## src/rtl/instr_pkg.sv

```systemverilog
// -----------------------------------------------------------------------------
// instr_pkg
// Shared definitions for the instruction loader: ARM instruction class codes,
// the loader FSM state type, the decoded-field bundle and the word packing /
// encoding-check helpers used by instr_pack.
// No ports (package).
// -----------------------------------------------------------------------------
package instr_pkg;

  // Instruction class codes (word bits [27:26])
  localparam logic [1:0] OP_DP  = 2'b00;
  localparam logic [1:0] OP_MEM = 2'b01;
  localparam logic [1:0] OP_BR  = 2'b10;
  localparam logic [1:0] OP_RSV = 2'b11;

  // "Always" condition code
  localparam logic [3:0] COND_AL = 4'hE;

  // Loader session states
  typedef enum logic [1:0] {
    IDLE = 2'b00,
    LOAD = 2'b01,
    DONE = 2'b10
  } ld_state_e;

  // Decoded instruction fields as delivered on one input beat
  typedef struct packed {
    logic [3:0]  cond;
    logic [1:0]  op;
    logic [5:0]  funct;
    logic [3:0]  rn;
    logic [3:0]  rd;
    logic [23:0] imm;
  } instr_fields_t;

  // Pack decoded fields into a 32-bit ARM word. The reserved class is
  // emitted with a data-processing class field so the word stays decodable.
  function automatic logic [31:0] pack_word(input instr_fields_t f);
    logic [31:0] w;
    case (f.op)
      OP_BR:   w = {f.cond, OP_BR, f.funct[5:4], f.imm};
      OP_RSV:  w = {f.cond, OP_DP, f.funct, f.rn, f.rd, f.imm[11:0]};
      default: w = {f.cond, f.op, f.funct, f.rn, f.rd, f.imm[11:0]};
    endcase
    return w;
  endfunction

  // Encodings the core cannot execute: reserved class, or a branch whose
  // funct[5] (the fixed '1' of the branch opcode) is clear.
  function automatic logic encoding_bad(input instr_fields_t f);
    logic bad;
    if (f.op == OP_RSV) begin
      bad = 1'b1;
    end else if ((f.op == OP_BR) && (f.funct[5] == 1'b0)) begin
      bad = 1'b1;
    end else begin
      bad = 1'b0;
    end
    return bad;
  endfunction

endpackage

```

## src/rtl/instr_pack.sv

```systemverilog
// -----------------------------------------------------------------------------
// instr_pack
// Combinational field-to-word packer with optional encoding checker.
// Optional feature macro: LDR_CHECK_EN (when defined, 'bad' flags encodings
// the core cannot execute; otherwise 'bad' is constant 0).
// Ports:
//   fields  in   decoded instruction fields (instr_fields_t)
//   word    out  packed 32-bit ARM instruction word
//   bad     out  encoding rejected by the checker
// -----------------------------------------------------------------------------
module instr_pack
  import instr_pkg::*;
(
  input  instr_fields_t fields,
  output logic [31:0]   word,
  output logic          bad
);

  // Pack the fields and evaluate the encoding check
  always_comb begin
    word = pack_word(fields);
`ifdef LDR_CHECK_EN
    bad  = encoding_bad(fields);
`else
    bad  = 1'b0;
`endif
  end

endmodule

```

## src/rtl/instr_loader.sv

```systemverilog
// -----------------------------------------------------------------------------
// instr_loader
// Accepts decoded instruction fields over a valid/ready stream, packs each
// beat into a 32-bit ARM word and writes the words sequentially into
// instruction memory starting at BASE_ADDR. Holds the core in reset while a
// session is active.
// Optional feature macro: LDR_CHECK_EN (reject unexecutable encodings and
// report them on the sticky 'err' output; without it 'err' stays 0).
// Parameters:
//   DEPTH      instruction memory size in words (power of two)
//   BASE_ADDR  byte address of the first word written
// Ports:
//   clk, reset            clock, synchronous active-high reset
//   start                 pulse: begin a session (ignored while loading)
//   in_valid/in_ready     beat handshake, in_last marks the final beat
//   in_cond..in_imm       decoded instruction fields
//   im_we/im_addr/im_wdata  registered instruction memory write port
//   cpu_hold              core reset request while loading
//   done                  sticky session-complete flag
//   count                 words written in the current session
//   err                   sticky encoding error (LDR_CHECK_EN only)
// -----------------------------------------------------------------------------
module instr_loader
  import instr_pkg::*;
#(
  parameter int          DEPTH     = 64,
  parameter logic [31:0] BASE_ADDR = 32'h0000_0000
) (
  input  logic                       clk,
  input  logic                       reset,
  input  logic                       start,
  input  logic                       in_valid,
  output logic                       in_ready,
  input  logic                       in_last,
  input  logic [3:0]                 in_cond,
  input  logic [1:0]                 in_op,
  input  logic [5:0]                 in_funct,
  input  logic [3:0]                 in_rn,
  input  logic [3:0]                 in_rd,
  input  logic [23:0]                in_imm,
  output logic                       im_we,
  output logic [31:0]                im_addr,
  output logic [31:0]                im_wdata,
  output logic                       cpu_hold,
  output logic                       done,
  output logic [$clog2(DEPTH):0]     count,
  output logic                       err
);

  localparam int CW = $clog2(DEPTH) + 1;
  localparam logic [CW-1:0] FULL_CNT = CW'(DEPTH);
  localparam logic [CW-1:0] CNT_ONE  = {{(CW-1){1'b0}}, 1'b1};

  ld_state_e     state_q, state_d;
  logic [31:0]   wr_addr_q, wr_addr_d;
  logic [CW-1:0] count_q, count_d;
  logic          in_ready_q, in_ready_d;
  logic          im_we_q, im_we_d;
  logic [31:0]   im_addr_q, im_addr_d;
  logic [31:0]   im_wdata_q, im_wdata_d;
  logic          cpu_hold_q, cpu_hold_d;
  logic          done_q, done_d;
  logic          err_q, err_d;

  instr_fields_t fields_s;
  logic [31:0]   word_s;
  logic          bad_s;
  logic          accept_s;
  logic [CW-1:0] count_inc_s;

  // Gather the beat fields for the packer
  always_comb begin
    fields_s.cond  = in_cond;
    fields_s.op    = in_op;
    fields_s.funct = in_funct;
    fields_s.rn    = in_rn;
    fields_s.rd    = in_rd;
    fields_s.imm   = in_imm;
  end

  instr_pack u_pack (
    .fields (fields_s),
    .word   (word_s),
    .bad    (bad_s)
  );

  // Next-state and next-output computation for the load session
  always_comb begin
    state_d     = state_q;
    wr_addr_d   = wr_addr_q;
    count_d     = count_q;
    err_d       = err_q;
    im_we_d     = 1'b0;
    im_addr_d   = im_addr_q;
    im_wdata_d  = im_wdata_q;
    // in_ready_q is only ever high in LOAD, so this is the handshake itself
    accept_s    = in_ready_q && in_valid;
    count_inc_s = count_q + CNT_ONE;

    case (state_q)
      IDLE, DONE: begin
        if (start) begin
          state_d   = LOAD;
          wr_addr_d = BASE_ADDR;
          count_d   = {CW{1'b0}};
          err_d     = 1'b0;
        end else begin
          state_d   = state_q;
        end
      end
      LOAD: begin
        if (accept_s && !bad_s) begin
          im_we_d    = 1'b1;
          im_addr_d  = wr_addr_q;
          im_wdata_d = word_s;
          wr_addr_d  = wr_addr_q + 32'd4;
          count_d    = count_inc_s;
          // Stop on the last beat or once memory is full: never wrap
          if (in_last || (count_inc_s == FULL_CNT)) begin
            state_d = DONE;
          end else begin
            state_d = LOAD;
          end
        end else if (accept_s) begin
          // Rejected beat: handshake completes, nothing is written
          err_d = 1'b1;
          if (in_last) begin
            state_d = DONE;
          end else begin
            state_d = LOAD;
          end
        end else begin
          state_d = LOAD;
        end
      end
      default: begin
        state_d = IDLE;
      end
    endcase

`ifndef LDR_CHECK_EN
    err_d = 1'b0;
`endif

    in_ready_d = (state_d == LOAD);
    // Keep the core held through the cycle that carries the final strobe
    cpu_hold_d = (state_d == LOAD) || accept_s;
    done_d     = (state_d == DONE);
  end

  // State and registered outputs, synchronous reset
  always_ff @(posedge clk) begin
    if (reset) begin
      state_q    <= IDLE;
      wr_addr_q  <= BASE_ADDR;
      count_q    <= {CW{1'b0}};
      in_ready_q <= 1'b0;
      im_we_q    <= 1'b0;
      im_addr_q  <= BASE_ADDR;
      im_wdata_q <= 32'h0000_0000;
      cpu_hold_q <= 1'b0;
      done_q     <= 1'b0;
      err_q      <= 1'b0;
    end else begin
      state_q    <= state_d;
      wr_addr_q  <= wr_addr_d;
      count_q    <= count_d;
      in_ready_q <= in_ready_d;
      im_we_q    <= im_we_d;
      im_addr_q  <= im_addr_d;
      im_wdata_q <= im_wdata_d;
      cpu_hold_q <= cpu_hold_d;
      done_q     <= done_d;
      err_q      <= err_d;
    end
  end

  assign in_ready = in_ready_q;
  assign im_we    = im_we_q;
  assign im_addr  = im_addr_q;
  assign im_wdata = im_wdata_q;
  assign cpu_hold = cpu_hold_q;
  assign done     = done_q;
  assign count    = count_q;
  assign err      = err_q;

endmodule

```

## config.mk

```make
export PLATFORM = sky130hd
export DESIGN_NAME = instr_loader
export DESIGN_NICKNAME = d
export VERILOG_FILES = /design/src/rtl/instr_pkg.sv /design/src/rtl/instr_pack.sv /design/src/rtl/instr_loader.sv
export SDC_FILE = /design/constraint.sdc
export NUM_CORES = 1
export LEC_CHECK = 0
export ABC_AREA = 1
export CAP_MARGIN = 0
export CORE_MARGIN = 4
export CORE_UTILIZATION = 48
export DETAILED_ROUTE_END_ITERATION = 8
export GPL_TIMING_DRIVEN = 0
export PLACE_DENSITY = 0.77
export SYNTH_ARGS = -nofsm -noshare
export SYNTH_HDL_FRONTEND = slang
export SYNTH_SLANG_ARGS = --single-unit
export TNS_END_PERCENT = 5
```

## constraint.sdc

```tcl
create_clock -name clk -period 1.79 [get_ports clk]
set_input_delay 0.537 -clock clk [delete_from_list [all_inputs] [get_ports clk]]
set_output_delay 0.537 -clock clk [all_outputs]
set_load 0.1 [all_outputs]
```

==> summary.md, run 1 <==
| Metric | Value |
|---|---|
| Synthesized flop and latch total | ~110 |
| Top delay family on crit path | buffers and inverters |
| Async SR Flop Fraction | 0% |
| Util after Layout | between 60% and 70% |
| Slew headroom | about 66% |
| Required time of the critical path | 1.25 ns |
| Crit-path max cell delay | approximately 0.44 ns |
| Setup-failing EPs final | 0 |
| Capturing point of the worst reg2reg path | wr_addr_q[23] |
| Syn. warnings | 0 |
| Netlist cell types | 37 |
| Area after DPL | between 5000 and 6000 sq um |
| Die Height | between 100 and 150 microns |
| Reg2reg setup slack | 0.11 ns |
| Wire per inst | ~14 microns |
| Clk sinks | 105 |
| Class of the worst hold path | primary input to flip-flop |
| R2R depth | 9 |
| Initial antenna violation count | 0 |
| Drt total wl | 12.7 mm |
| Gate Count Post-Synth | 634 |
| Core area | between 9000 and 10000 sq um |
| Worst-Margin Slew | 0.516 ns |
| CP Class | flip-flop to output pin |
| Maximum fanout along the worst path | 6 |
| Drt pass-1 iters | 6 |
| Row count | 35 |
| Vias post-DR | approximately 4700 |
| Total track usage | around 23% |
| Num CTS Buffers | 9 |
| Pleak | 0.00261 uW |
| Htree depth | 3 |
| Final hold vios | 0 |
| Crit path DAT | 1.19 ns |
| Crit-path cells | buf_2 |
| Vias in the first global route | between 4000 and 5000 |
| Final-report max-slew violation count | 0 |
| Worst-path clk slew | ~0.10 ns |
| Mapped Area | approximately 4500 sq um |
| Antenna diodes | 0 |
| Initial Util | between 40% and 50% |
| Register area | ~2100 sq um |
| Critical Path Source Type | flip-flop |
| Worst hold endpoint | done |
| Syn-to-layout area delta | 30.8% |
| I/O Buffers | 121 |
| Status | completed |
| Layout Skew | between 0.01 and 0.015 ns |
| PD cells | between 800 and 900 nW/um^2 |
| Io pins | around 130 |
| Nets@finish | around 830 |
| Slowest CP cell | buf_2 |
| Die area | about 11000 sq um |
| CTS Root Buffer Type | clkbuf_8 |
| Multi-input logic area | approximately 2200 sq um |
| Longest Clk Path Bufs | 2 |
| Number of DRC markers in iteration 0 | 300 |
| Fillers | between 800 and 900 |
| First-pass GRT wire length | 20.8 mm |
| Hold Crit Depth | 2 |
| Die Span X | about 110 microns |
| Main synth FF type | dfxtp_1 |
| Largest net degree at the start of global routing | 17 |
| Placer Congestion | about 0.90 |
| Crit path capture type | output pin |
| Final Cell Area | about 5900 sq um |
| Reg-to-Reg Start | wr_addr_q[15] |
| Max Cap Violations | 0 |
| Fin crit period | 1.73 ns |
| TritonCTS clock tree | built |
| Hpwl dp | about 9.5 mm |
| Fin crit share | 96.7% |
| Peak Freq | between 0.5 and 0.6 GHz |
| Share of the yosys chip area belonging to registers | around 46% |
| Peak supply drop | 0.403 mV |
| Total gr overflow | 0 |
| EDFF count, synth | 0 |
| Clock latency on the worst-skew pair | ~0.36 ns |
| Layout cells sized above 1 | around a fifth |
| DR vias/cell | between 5 and 6 |
| Mapped Avg Cell Area | between 7 and 8 sq um |
| Hold Crit Start | start |
| CP bufs+invs | 1 |
| Routed Antenna Nets | 0 |
| # DRC | 0 |
[flip-flops by register name, indices dropped and copies added (netlist names), 2 cells and up]
signal / cells
im_wdata: 32
wr_addr_q: 30
state_q: 2
count: 7
im_addr: 30
[through the flow]
stage                     setup WS (ns)  power [uW]  std cells  setup TNS (ns)  hold slack [ns]
after floorplan                  0.0287        3010        636               0            0.450
after global placement           -0.675        3260        886          -46.94            0.452
after detailed placement         -0.673        3270        886          -51.22            0.463
after CTS                       -0.0528        4830        901          -0.257            0.471
after global routing           -0.00165        4990        911        -0.00165            0.431
final                            0.0598        4820        911               0            0.446
[cell type report]
cell class / instances / area share (%)
Inverter: 54 / 3.42
Tap cell: 129 / 2.72
Clock buffer: 11 / 2.38
Multi-Input combinational cell: 447 / 36.5
Timing Repair Buffer: 131 / 15.6
Clock inverter: 4 / 1.29
Sequential cell: 105 / 35.8
Buffer: 30 / 2.32
[power breakdown]
part / leakage [uW] / total (uW) / internal, uW / switching (uW)
clock: 0.000106 / 1620 / 825 / 791
sequential: 0.000855 / 2410 / 2390 / 26.5
combinational: 0.00165 / 792 / 206 / 586
total: 0.00261 / 4820 / 3420 / 1400
[synth_stat cells (2+ instances only)]
master,instances,area share (%)
nand2_1,116,9.6
nor2_1,115,9.5
dfxtp_1,105,46
o21ai_0,70,7.7
inv_1,50,4.1
a21oi_1,48,5.3
nand3_1,33,3.6
clkbuf_1,22,1.8
o211ai_1,12,2.0
nor3_1,9,0.99
nand4_1,8,1.1
nor2_2,5,0.69
buf_2,4,0.44
nor2_4,4,0.99
buf_4,3,0.50
o21ai_1,3,0.33
clkinv_1,2,0.17
ha_1,2,0.55
inv_2,2,0.17
nand2_2,2,0.28
nand2_4,2,0.50
o41ai_1,2,0.39
[cell usage in the layout (no fill, tap or decap), types with 2 or more instances in the layout]
cell | Yosys | layout
nand3_1 | 33 | 32
nor3_1 | 9 | 8
o41ai_1 | 2 | 2
nand2_2 | 2 | 4
clkbuf_1 | 22 | 19
clkbuf_8 | 0 | 10
dfxtp_1 | 105 | 92
dlymetal6s2s_1 | 0 | 2
o21ai_0 | 70 | 70
nand2_4 | 2 | 2
clkinv_1 | 2 | 2
conb_1 | 1 | 3
nand4_1 | 8 | 8
dfxtp_2 | 0 | 12
nor2_4 | 4 | 8
buf_2 | 4 | 77
clkbuf_2 | 0 | 4
nand3_4 | 1 | 2
nand2_1 | 116 | 114
a21oi_1 | 48 | 48
bufinv_16 | 0 | 2
clkdlybuf4s50_1 | 0 | 46
o211ai_1 | 12 | 12
inv_1 | 50 | 49
nor2_1 | 115 | 111
buf_4 | 3 | 14
nor2_2 | 5 | 5
o21ai_1 | 3 | 3
inv_2 | 2 | 3
[kinds of logic (layout without fill, tap and decap cells)]
| family | Yosys count | count (layout) | synth area share, % |
|---|---|---|---|
| other | 1 | 3 | 0.0827 |
| xor gates and xnor gates | 2 | 2 | 0.386 |
| and+or+nand+nor | 301 | 301 | 28.9 |
| AOI/OAI and AO/OA | 139 | 139 | 16.4 |
| buffers and inverters | 84 | 230 | 7.31 |
| DFF | 105 | 105 | 46.3 |
| adders and majority gates | 2 | 2 | 0.551 |
[worst max-delay path by stage]
stage / from / to / slack (ns) / cells after the start
after global placement: reset / wr_addr_q[11] / -0.68 / 6
final: count[3] / count[3] / 0.06 / 1
after detailed placement: reset / wr_addr_q[17] / -0.67 / 6
after CTS: in_valid / wr_addr_q[24] / -0.05 / 10
after global routing: wr_addr_q[15] / wr_addr_q[23] / -0.002 / 9
after floorplan: count[0] / state_q[0] / 0.03 / 10
[repair_timing]
item	in CTS	in global routing
setup endpoints to repair	108	92
gates cloned	0	0
buffers inserted	0	10
gates resized for setup	343	53
hold buffers	0	0
pin swaps	1	8
[layer usage]
metal	global-route usage, %	vias up	part of all wire, %
met5	0	-	0
met2	36.6	150	47
met1	29.6	2180	43
li1	-	2357	-
met3	5.88	16	7.6
met4	6.65	0	1.7
Power figures use the tool's default switching activity.
==> run 2, diff against run 1 <==
ABC_CLOCK_PERIOD_IN_PS = 1790   (was unset)
CTS_CLUSTER_SIZE = 16   (was unset)
==> results of run 2 <==
Same layout as run 1: the final DEF is identical, and so are final timing and power.
==> run 3, diff against run 2 <==
CELL_PAD_IN_SITES_DETAIL_PLACEMENT = 1   (was unset)
CELL_PAD_IN_SITES_GLOBAL_PLACEMENT = 1   (was unset)
CORE_ASPECT_RATIO = 0.9   (was unset)
CORE_UTILIZATION = 34   (was 48)
==> run 3 against run 2 <==
Against the previous run:
- worst hold slack better by 0.028 ns
- setup slack worse by 0.029 ns
- critical endpoint is now done
- sequential share of layout area is 0.95 points lower
- routed wire length is 24% higher
- first-iteration DRC count is 31% lower
==> summary.md, run 3 (synthesis gave the netlist of run 1 again) <==
| Metric | Value |
|---|---|
| Setup-failing EPs final | 0 (unchanged) |
| Hold Crit Start | im_wdata[26] (was start) |
| Required time of the critical path | 1.25 ns (about the same) |
| Largest net degree at the start of global routing | 17 (unchanged) |
| CP bufs+invs | 1 (unchanged) |
| Routed Antenna Nets | 0 (unchanged) |
| Reg2reg setup slack | 0.16 ns (was 0.11 ns) |
| Clock latency on the worst-skew pair | 0.36 ns (about the same) |
| Most frequent cells in the layout | 115 x nand2_1, 109 x nor2_1, 91 x dfxtp_1 (was 114 x nand2_1, 111 x nor2_1, 92 x dfxtp_1) |
| Crit-path cells | clkdlybuf4s18_2 (was buf_2) |
| Slew headroom | 64.6% (was 65.8%) |
| Status | completed (unchanged) |
| Hold Crit Depth | 2 (unchanged) |
| Pre-CTS WS | -0.825 ns (was -0.673 ns) |
| Capturing point of the worst reg2reg path | wr_addr_q[10] (was wr_addr_q[23]) |
| Htree depth | 3 (unchanged) |
| Row count | 39 (was 35) |
| # hold bufs at CTS | 0 (unchanged) |
| Class of the worst hold path | flip-flop to flip-flop (was primary input to flip-flop) |
| Slowest CP cell | clkdlybuf4s18_2 (was buf_2) |
| Final-report max-slew violation count | 0 (unchanged) |
| Layout cells sized above 1 | 19.8% (was 19.3%) |
| DR vias/cell | 5.00 (was 5.16) |
| Hold WS | 0.474 ns (was 0.446 ns) |
| Worst-path clk slew | 0.07 ns (was 0.10 ns) |
| Die Span X | 130 microns (was 105 microns) |
| Worst-Margin Slew | 0.536 ns (was 0.516 ns) |
| I/O Buffers | 121 (unchanged) |
| Total track usage | 20.7% (was 22.6%) |
| Nets@finish | 828 (was 829) |
| Top delay family on crit path | buffers and inverters (unchanged) |
| R2R depth | 11 (was 9) |
| Pleak | 0.00265 uW (was 0.00261 uW) |
| TritonCTS clock tree | built (unchanged) |
| Sequential share of power | 45.6% (was 50.0%) |
| RSZ-0062 raised after global routing | yes |
| Final Cell Area | 6100 sq um (was 5930 sq um) |
| First-pass GRT wire length | 25.3 mm (was 20.8 mm) |
| Peak supply drop | 0.603 mV (was 0.403 mV) |
| Combinational Power Share | 15.2% (was 16.4%) |
| Commonest non-fill, non-tap cell in the layout | nand2_1 (unchanged) |
| Number of DRC markers in iteration 0 | 206 (was 300) |
| Hpwl dp | 11.8 mm (was 9.45 mm) |
| Drt pass-1 iters | 4 (was 6) |
| Cell internal pwr | 3750 uW (was 3420 uW) |
| Worst hold endpoint | im_wdata[26] (was done) |
| Switch share | 29.0% (was 29.1%) |
| Peak Freq | 0.568 GHz (was 0.578 GHz) |
| Initial Util | 35.2% (was 49.1%) |
| # DRC | 0 (unchanged) |
| Layout Skew | 0.00891 ns (was 0.0147 ns) |
| Placer Congestion | 0.845 (was 0.905) |
| Syn-to-layout area delta | 34.4% (was 30.8%) |
| PD cells | 867 nW/um^2 (was 813 nW/um^2) |
| Setup TNS | 0 ns (unchanged) |
| Core area | 12900 sq um (was 9240 sq um) |
| Total gr overflow | 0 (unchanged) |
| Die area | 15300 sq um (was 11100 sq um) |
| Clock Power Share | 39.1% (was 33.5%) |
| Longest Clk Path Bufs | 2 (unchanged) |
| CP Class | flip-flop to output pin (unchanged) |
| Clk sinks | 105 (unchanged) |
| Reg-to-Reg Start | wr_addr_q[2] (was wr_addr_q[15]) |
| Vias post-DR | 4731 (was 4703) |
| Final hold vios | 0 (unchanged) |
| Wire per inst | 16.6 microns (was 14.0 microns) |
| CTS Root Buffer Type | clkbuf_16 (was clkbuf_8) |
| Area after DPL | 5970 sq um (was 5930 sq um) |
| Crit-path max cell delay | 0.54 ns (was 0.44 ns) |
| Largest register FFs | 32 (unchanged) |
| Crit path DAT | 1.22 ns (was 1.19 ns) |
| Switching pwr | 1530 uW (was 1400 uW) |
| Io pins | 125 (unchanged) |
| Max Cap Violations | 0 (unchanged) |
| Die Height | 118 microns (was 105 microns) |
| Initial antenna violation count | 1 (was 0) |
| Maximum fanout along the worst path | 1 (was 6) |
| Crit path capture type | output pin (unchanged) |
| Drt total wl | 15.7 mm (was 12.7 mm) |
| Critical path startpoint | done (was count[3]) |
| Final setup margin | 0.0309 ns (was 0.0598 ns) |
| Critical Path Source Type | flip-flop (unchanged) |
| Fin crit share | 98.3% (was 96.7%) |
| Vias in the first global route | 4933 (was 4353) |
| Fin crit period | 1.76 ns (was 1.73 ns) |
| Num CTS Buffers | 9 (unchanged) |
## run 3: cell types whose count changed in the layout (fill, tap and decap cells not counted), sizes merged
cell / change
buf: -4
bufinv: -1
clkbuf: +1
clkdlybuf4s18: +3
clkinv: +2
clkinvlp: -1
diode: +1
dlygate4sd2: +1
dlymetal6s2s: -1
## run 3: area by class of cell
type	instances	area (sq um)
Clock inverter	4	50.0
Sequential cell	105	2120
Multi-Input combinational cell	447	2180
Fill cell	1686	6790
Tap cell	164	205
Timing Repair Buffer	130	930
Antenna cell	1	2.50
Buffer	30	145
Clock buffer	12	256
Inverter	54	203
## run 3: metrics by stage
stage,cells,power [uW],utilization (%)
3_5_place_dp,921,3290,46.4
2_1_floorplan,636,3010,-
5_1_grt,947,5490,47.3
3_3_place_gp,921,3270,46.4
4_1_cts,937,5340,47.9
6_report,947,5290,47.3
## run 3: worst max path at each step
stage                    end  cells after the start
6_report                done                      1
5_1_grt          im_addr[28]                      5
4_1_cts        wr_addr_q[31]                     10
3_5_place_dp   wr_addr_q[17]                      6
3_3_place_gp   wr_addr_q[11]                      6
2_1_floorplan     state_q[0]                     10
## run 3: power groups by stage
| stage | combinational [uW] | clock [uW] | sequential (uW) |
|---|---|---|---|
| floorplan | 196 | 0 | 2810 |
| global placement | 808 | 0 | 2460 |
| detailed placement | 824 | 0 | 2470 |
| CTS | 810 | 2120 | 2410 |
| global route | 851 | 2220 | 2420 |
| finish | 806 | 2070 | 2410 |
## run 3: what timing repair did
| item | CTS | global route |
|---|---|---|
| hold endpoints to repair | 0 | 0 |
| pin swaps | 1 | 9 |
| setup endpoints to repair | 132 | 96 |
| resized for setup | 332 | 69 |
| setup buffers | 0 | 9 |
## run 3: layer usage
layer	track usage (%)	up-vias	wire length, microns
met5	0	-	0
met4	5.58	0	198
met3	5.67	13	780
met2	34.1	76	7710
met1	26.5	2292	7050
li1	-	2350	-
